[config.mk]
export PLATFORM = sky130hd
export DESIGN_NAME = mxpl_stage
export DESIGN_NICKNAME = d
export VERILOG_FILES = /design/src/rtl/mxpl_stage.sv
export SDC_FILE = /design/constraint.sdc
export NUM_CORES = 1
export LEC_CHECK = 0
export CORE_UTILIZATION = 50
export DETAILED_ROUTE_END_ITERATION = 7
export GPL_ROUTABILITY_DRIVEN = 0
export GPL_TIMING_DRIVEN = 0
export PLACE_DENSITY_LB_ADDON = 0.05
export SETUP_SLACK_MARGIN = 0.15
export SLEW_MARGIN = 30
export SYNTH_ARGS = -nofsm -noshare
export SYNTH_HDL_FRONTEND = slang
export SYNTH_SLANG_ARGS = --single-unit
[constraint.sdc]
create_clock -name clk -period 6.2 [get_ports clk]
set_input_delay 0.93 -clock clk [delete_from_list [all_inputs] [get_ports clk]]
set_output_delay 0.93 -clock clk [all_outputs]
set_load 0.01 [all_outputs]
[src/rtl/mxpl_stage.sv]
// -----------------------------------------------------------------------------
// mxpl_stage -- layer-1 2x2 stride-2 max-pool engine.
//
// After a start pulse the block walks both layer-0 result maps (kernel 0 then
// kernel 1) through the shared memory port. For every output pixel it issues
// four reads (top-left, top-right, bottom-left, bottom-right of the 2x2
// window), folds the returned samples into a single running-max register and
// writes the result to the matching layer-1 map. No image data is buffered.
//
// Ports:
//   clk       in   rising-edge clock
//   reset     in   synchronous, active-high reset
//   start     in   one-cycle pulse, accepted only while idle
//   busy      out  high from the cycle after start through the last write
//   done      out  one-cycle pulse after the final write
//   crd       out  memory read strobe
//   caddr_rd  out  read address, {2*oy+dy, 2*ox+dx}
//   cdata_rd  in   read data, valid the cycle after the read strobe
//   cwr       out  memory write strobe
//   caddr_wr  out  write address, {oy, ox}
//   cdata_wr  out  write data (running max)
//   csel      out  001/010 read L0 K0/K1, 011/100 write L1 K0/K1, 000 idle
// -----------------------------------------------------------------------------
module mxpl_stage #(
  parameter int DATAW    = 20,
  parameter int ADDRW    = 12,
  parameter int IMG_LOG2 = 6
) (
  input  logic             clk,
  input  logic             reset,
  input  logic             start,
  output logic             busy,
  output logic             done,
  output logic             crd,
  output logic [ADDRW-1:0] caddr_rd,
  input  logic [DATAW-1:0] cdata_rd,
  output logic             cwr,
  output logic [ADDRW-1:0] caddr_wr,
  output logic [DATAW-1:0] cdata_wr,
  output logic [2:0]       csel
);

  localparam int OW = IMG_LOG2 - 1;
  localparam logic [OW-1:0] OMAX = '1;

  localparam logic [2:0] CSEL_IDLE  = 3'b000;
  localparam logic [2:0] CSEL_RD_K0 = 3'b001;
  localparam logic [2:0] CSEL_RD_K1 = 3'b010;
  localparam logic [2:0] CSEL_WR_K0 = 3'b011;
  localparam logic [2:0] CSEL_WR_K1 = 3'b100;

  typedef enum logic [2:0] {
    S_IDLE = 3'd0,
    S_R0   = 3'd1,
    S_R1   = 3'd2,
    S_R2   = 3'd3,
    S_R3   = 3'd4,
    S_LD   = 3'd5,
    S_WR   = 3'd6,
    S_FIN  = 3'd7
  } state_t;

  state_t           state_q, state_d;
  logic             ksel_q,  ksel_d;
  logic [OW-1:0]    oy_q,    oy_d;
  logic [OW-1:0]    ox_q,    ox_d;
  logic [DATAW-1:0] mx_q,    mx_d;

  // Unsigned compare; the incoming sample replaces the running max only when
  // it is strictly larger, so ties keep the value already held.
  function automatic logic [DATAW-1:0] max_keep(input logic [DATAW-1:0] cur,
                                                 input logic [DATAW-1:0] cand);
    return (cand > cur) ? cand : cur;
  endfunction

  always_ff @(posedge clk) begin
    if (reset) begin
      state_q <= S_IDLE;
      ksel_q  <= 1'b0;
      oy_q    <= '0;
      ox_q    <= '0;
      mx_q    <= '0;
    end else begin
      state_q <= state_d;
      ksel_q  <= ksel_d;
      oy_q    <= oy_d;
      ox_q    <= ox_d;
      mx_q    <= mx_d;
    end
  end

  // Read data lags the strobe by one cycle: the sample requested in R0 lands
  // in R1, R1's in R2, R2's in R3 and R3's in LD.
  always_comb begin
    state_d = state_q;
    ksel_d  = ksel_q;
    oy_d    = oy_q;
    ox_d    = ox_q;
    mx_d    = mx_q;
    unique case (state_q)
      S_IDLE: begin
        if (start) begin
          state_d = S_R0;
          ksel_d  = 1'b0;
          oy_d    = '0;
          ox_d    = '0;
        end
      end
      S_R0: state_d = S_R1;
      S_R1: begin
        mx_d    = cdata_rd;
        state_d = S_R2;
      end
      S_R2: begin
        mx_d    = max_keep(mx_q, cdata_rd);
        state_d = S_R3;
      end
      S_R3: begin
        mx_d    = max_keep(mx_q, cdata_rd);
        state_d = S_LD;
      end
      S_LD: begin
        mx_d    = max_keep(mx_q, cdata_rd);
        state_d = S_WR;
      end
      S_WR: begin
        state_d = S_R0;
        if (ox_q != OMAX) begin
          ox_d = ox_q + 1'b1;
        end else begin
          ox_d = '0;
          if (oy_q != OMAX) begin
            oy_d = oy_q + 1'b1;
          end else begin
            oy_d = '0;
            // End of a map: kernel 0 rolls straight into kernel 1.
            if (ksel_q) begin
              state_d = S_FIN;
            end else begin
              ksel_d = 1'b1;
            end
          end
        end
      end
      S_FIN: state_d = S_IDLE;
      default: state_d = S_IDLE;
    endcase
  end

  // Outputs are decoded from registered state only; cdata_rd never reaches
  // an output combinationally.
  logic                  dx, dy;
  logic [2*IMG_LOG2-1:0] rd_idx;
  logic [2*OW-1:0]       wr_idx;

  always_comb begin
    dx     = (state_q == S_R1) || (state_q == S_R3);
    dy     = (state_q == S_R2) || (state_q == S_R3);
    // (2*oy+dy)*2^IMG_LOG2 + (2*ox+dx) is just the bit concatenation.
    rd_idx = {oy_q, dy, ox_q, dx};
    wr_idx = {oy_q, ox_q};
  end

  always_comb begin
    busy     = (state_q != S_IDLE) && (state_q != S_FIN);
    done     = (state_q == S_FIN);
    crd      = (state_q == S_R0) || (state_q == S_R1) ||
               (state_q == S_R2) || (state_q == S_R3);
    cwr      = (state_q == S_WR);
    caddr_rd = ADDRW'(rd_idx);
    caddr_wr = ADDRW'(wr_idx);
    cdata_wr = mx_q;
    if (crd) begin
      csel = ksel_q ? CSEL_RD_K1 : CSEL_RD_K0;
    end else if (cwr) begin
      csel = ksel_q ? CSEL_WR_K1 : CSEL_WR_K0;
    end else begin
      csel = CSEL_IDLE;
    end
  end

endmodule
==> results.yml <==
global_route:
  grt_start_max_net_pins: 12
  grt_pass1_wl_um: 8286
  grt_overflow: 0
  grt_usage_pct: 21.01
  grt_pass1_vias: 1833
  grt_antenna_before_repair: 0
synth:
  netlist_instances: 268
  synth.distinct_cells: 37
  synth-seq-cells: 34
  synth_edf_count: 0
  post-synth-top-count-cell: "nand2b_1"
  synthTopCellsByCount: "nand2b_1, dfxtp_1, ha_1, inv_1"
  synth-main-ff-cell: "dfxtp_1"
  seq_area_frac_synth_pct: 30.06
  async_flop_share_pct: 0
  netlist_top_cells_area: "dfxtp_1, ha_1, nand2b_1, mux2i_1, buf_4"
  netlist_area_um2: 2265
  yosysTopAreaCell: "dfxtp_1"
  syn_avg_cell_area_um2: 8.450
  yosysWarnings: 0
  yosysTopAreaCellShare_pct: 30.06
clock_network:
  cts_hold_buf: 0
  cts_max_level: 2
  tritoncts: "yes"
  root_buffer: "clkbuf_8"
  cts_setup_buffers: 0
  cts_made_buffers: 5
  cts.repair.resized: 0
  clock_latency_ns: 0.29
  clock-sinks: 34
  clkTransAtPathRegs_ns: 0.07
  clk_path_buf_depth: 2
worst_setup_path:
  required_ns: 5.27
  cp-start-kind: "flip-flop"
  r2r-start: "cdata_wr[18]$_SDFFE_PP0P_"
  cp-end-kind: "output pin"
  r2r_setup_slack_ns: 3.97
  r2r-end: "cdata_wr[17]$_SDFFE_PP0P_"
  critical_path_class: "flip-flop to output pin"
  cp.arrival_ns: 2.12
  reg2regPathDepth: 7
  worstPathMaxFanout: 10
status:
  status: "complete, no violations"
drt:
  drt_iter0_drc: 90
  postRouteWirelength_um: 4834
  remaining_drc_errors: 0
  vias_per_cell: 5.075
  wl_per_cell_um: 12.09
  ant_nets: 0
  vias: 2030
  first_pass_iters: 4
worst_hold_path:
  hp-class: "flip-flop to flip-flop"
  hold_depth: 2
  min_to: "cdata_wr[12]$_SDFFE_PP0P_"
  hold_path.startpoint: "cdata_wr[12]$_SDFFE_PP0P_"
sta:
  tns_ns: 0
  slew_violations: 0
  hold_violations: 0
  period_needed_ns: 3.047
  tightestPinTransition_ns: 0.4792
  fmax_mhz: 328.2
  finalCritPeriodShare_pct: 49.14
  slew_headroom_pct: 67.22
  rsz0062_at_grt: "false"
  skew_ns: 0.005876
  setup_viol_count_final: 0
floorplanning:
  ioPinCount: 74
  core_um2: 4354
  dieArea_um2: 4802
  initial_utilization_pct: 52.01
  die_x_um: 69.30
  dieHeight_um: 69.30
  row_count: 24
power:
  p_leak_nw: 1.247
  ir_drop_uv: 178.8
  cellPowerDensity_nw_per_um2: 189.5
finish:
  syn_to_final_growth_pct: 39.23
  nNetsFinal: 394
  final_util_pct: 72.41
  final_layout_size_suffix_gt1_share_pct: 8.908
  antenna_cells: 0
  fill_cells: 370
place:
  place_hpwl_um: 3606
  io_buffers: 71
run:
  drv_cap: 0
-- routing by layer --
metal  GRT usage, %  routed length [um]
met5              0                   0
met2          33.98                2198
met3          4.797                 231
met4          4.762                  48
met1          28.47                2356
-- state kept, by name, summed over array words and instances, names as in the netlist --
register and cells:
cdata_wr 20, ksel_q 1, ox_q 5, oy_q 5, state_q 3
-- cell families after synthesis --
kind of cell	Yosys count	synth area share, %
buffers and inverters	48	10.99
other	1	0.1656
xor gates and xnor gates	5	1.934
adders and majority gates	24	13.26
muxes	22	9.724
AOI/OAI and AO/OA	37	9.724
DFF	34	30.06
and+or+nand+nor	97	24.14
-- worst max-delay path, cell delays in order (launching register included) --
cell,delay [ns]
dfxtp_1,0.40
buf_1,0.41
inv_1,0.10
and3_1,0.18
a21o_1,0.15
buf_4,0.12
clkdlybuf4s50_1,0.48
-- report_power, final --
part           leakage [nW]  total [W]  switching, W  internal [W]
Combinational         0.913   0.000153     0.0000697     0.0000835
Clock                0.0579   0.000204     0.0000858      0.000118
Sequential            0.276   0.000240     0.0000101      0.000230
-- through the flow --
step	setup slack, ns	hold slack (ns)	cell area, um^2	instances	total power [W]
floorplan	3.623	0.5044	2268	269	0.0003334
global placement	3.016	0.4729	3044	392	0.0003962
detailed placement	2.974	0.4821	3044	392	0.0003983
CTS	3.151	0.4928	3153	400	0.0006007
global route	2.988	0.5134	3153	400	0.0006298
finish	3.153	0.4889	3153	400	0.0005976
-- how the worst max path moves through the flow --
stage,slack [ns],from,end
finish,3.15,state_q[2]$_SDFFE_PP0P_,caddr_rd[6]
global route,2.99,state_q[2]$_SDFFE_PP0P_,caddr_rd[6]
CTS,3.15,state_q[2]$_SDFFE_PP0P_,caddr_rd[6]
detailed placement,2.97,cdata_rd[15],cdata_wr[7]$_SDFFE_PP0P_
global placement,3.02,cdata_rd[15],cdata_wr[10]$_SDFFE_PP0P_
floorplan,3.62,cdata_rd[18],cdata_wr[0]$_SDFFE_PP0P_
-- area by class of cell --
| class | instances | area (um^2) | area share [%] |
|---|---|---|---|
| plain buffers | 24 | 158.9 | 5.040 |
| clock buffers | 5 | 68.82 | 2.183 |
| clock inverters | 3 | 40.04 | 1.270 |
| inverters | 24 | 90.09 | 2.857 |
| multi-input cells | 187 | 1339 | 42.46 |
| flip-flops and latches | 34 | 680.7 | 21.59 |
| well taps | 52 | 65.06 | 2.063 |
| repair buffers | 71 | 710.7 | 22.54 |
-- cell usage in the layout, fill, tap and decap left out, drive strengths merged, types with 3 or more instances in the layout --
cell type and n:
a21o 5, a21oi 19, and3 4, buf 18, clkbuf 11, clkdlybuf4s50 71, dfxtp 34, ha 24
inv 24, mux2i 22, nand2 6, nand2b 41, nand3 5, nand4 5, nor2 23, nor3 4
o21ai 6, xnor2 3
No activity file was read; power rests on OpenSTA's default activity.
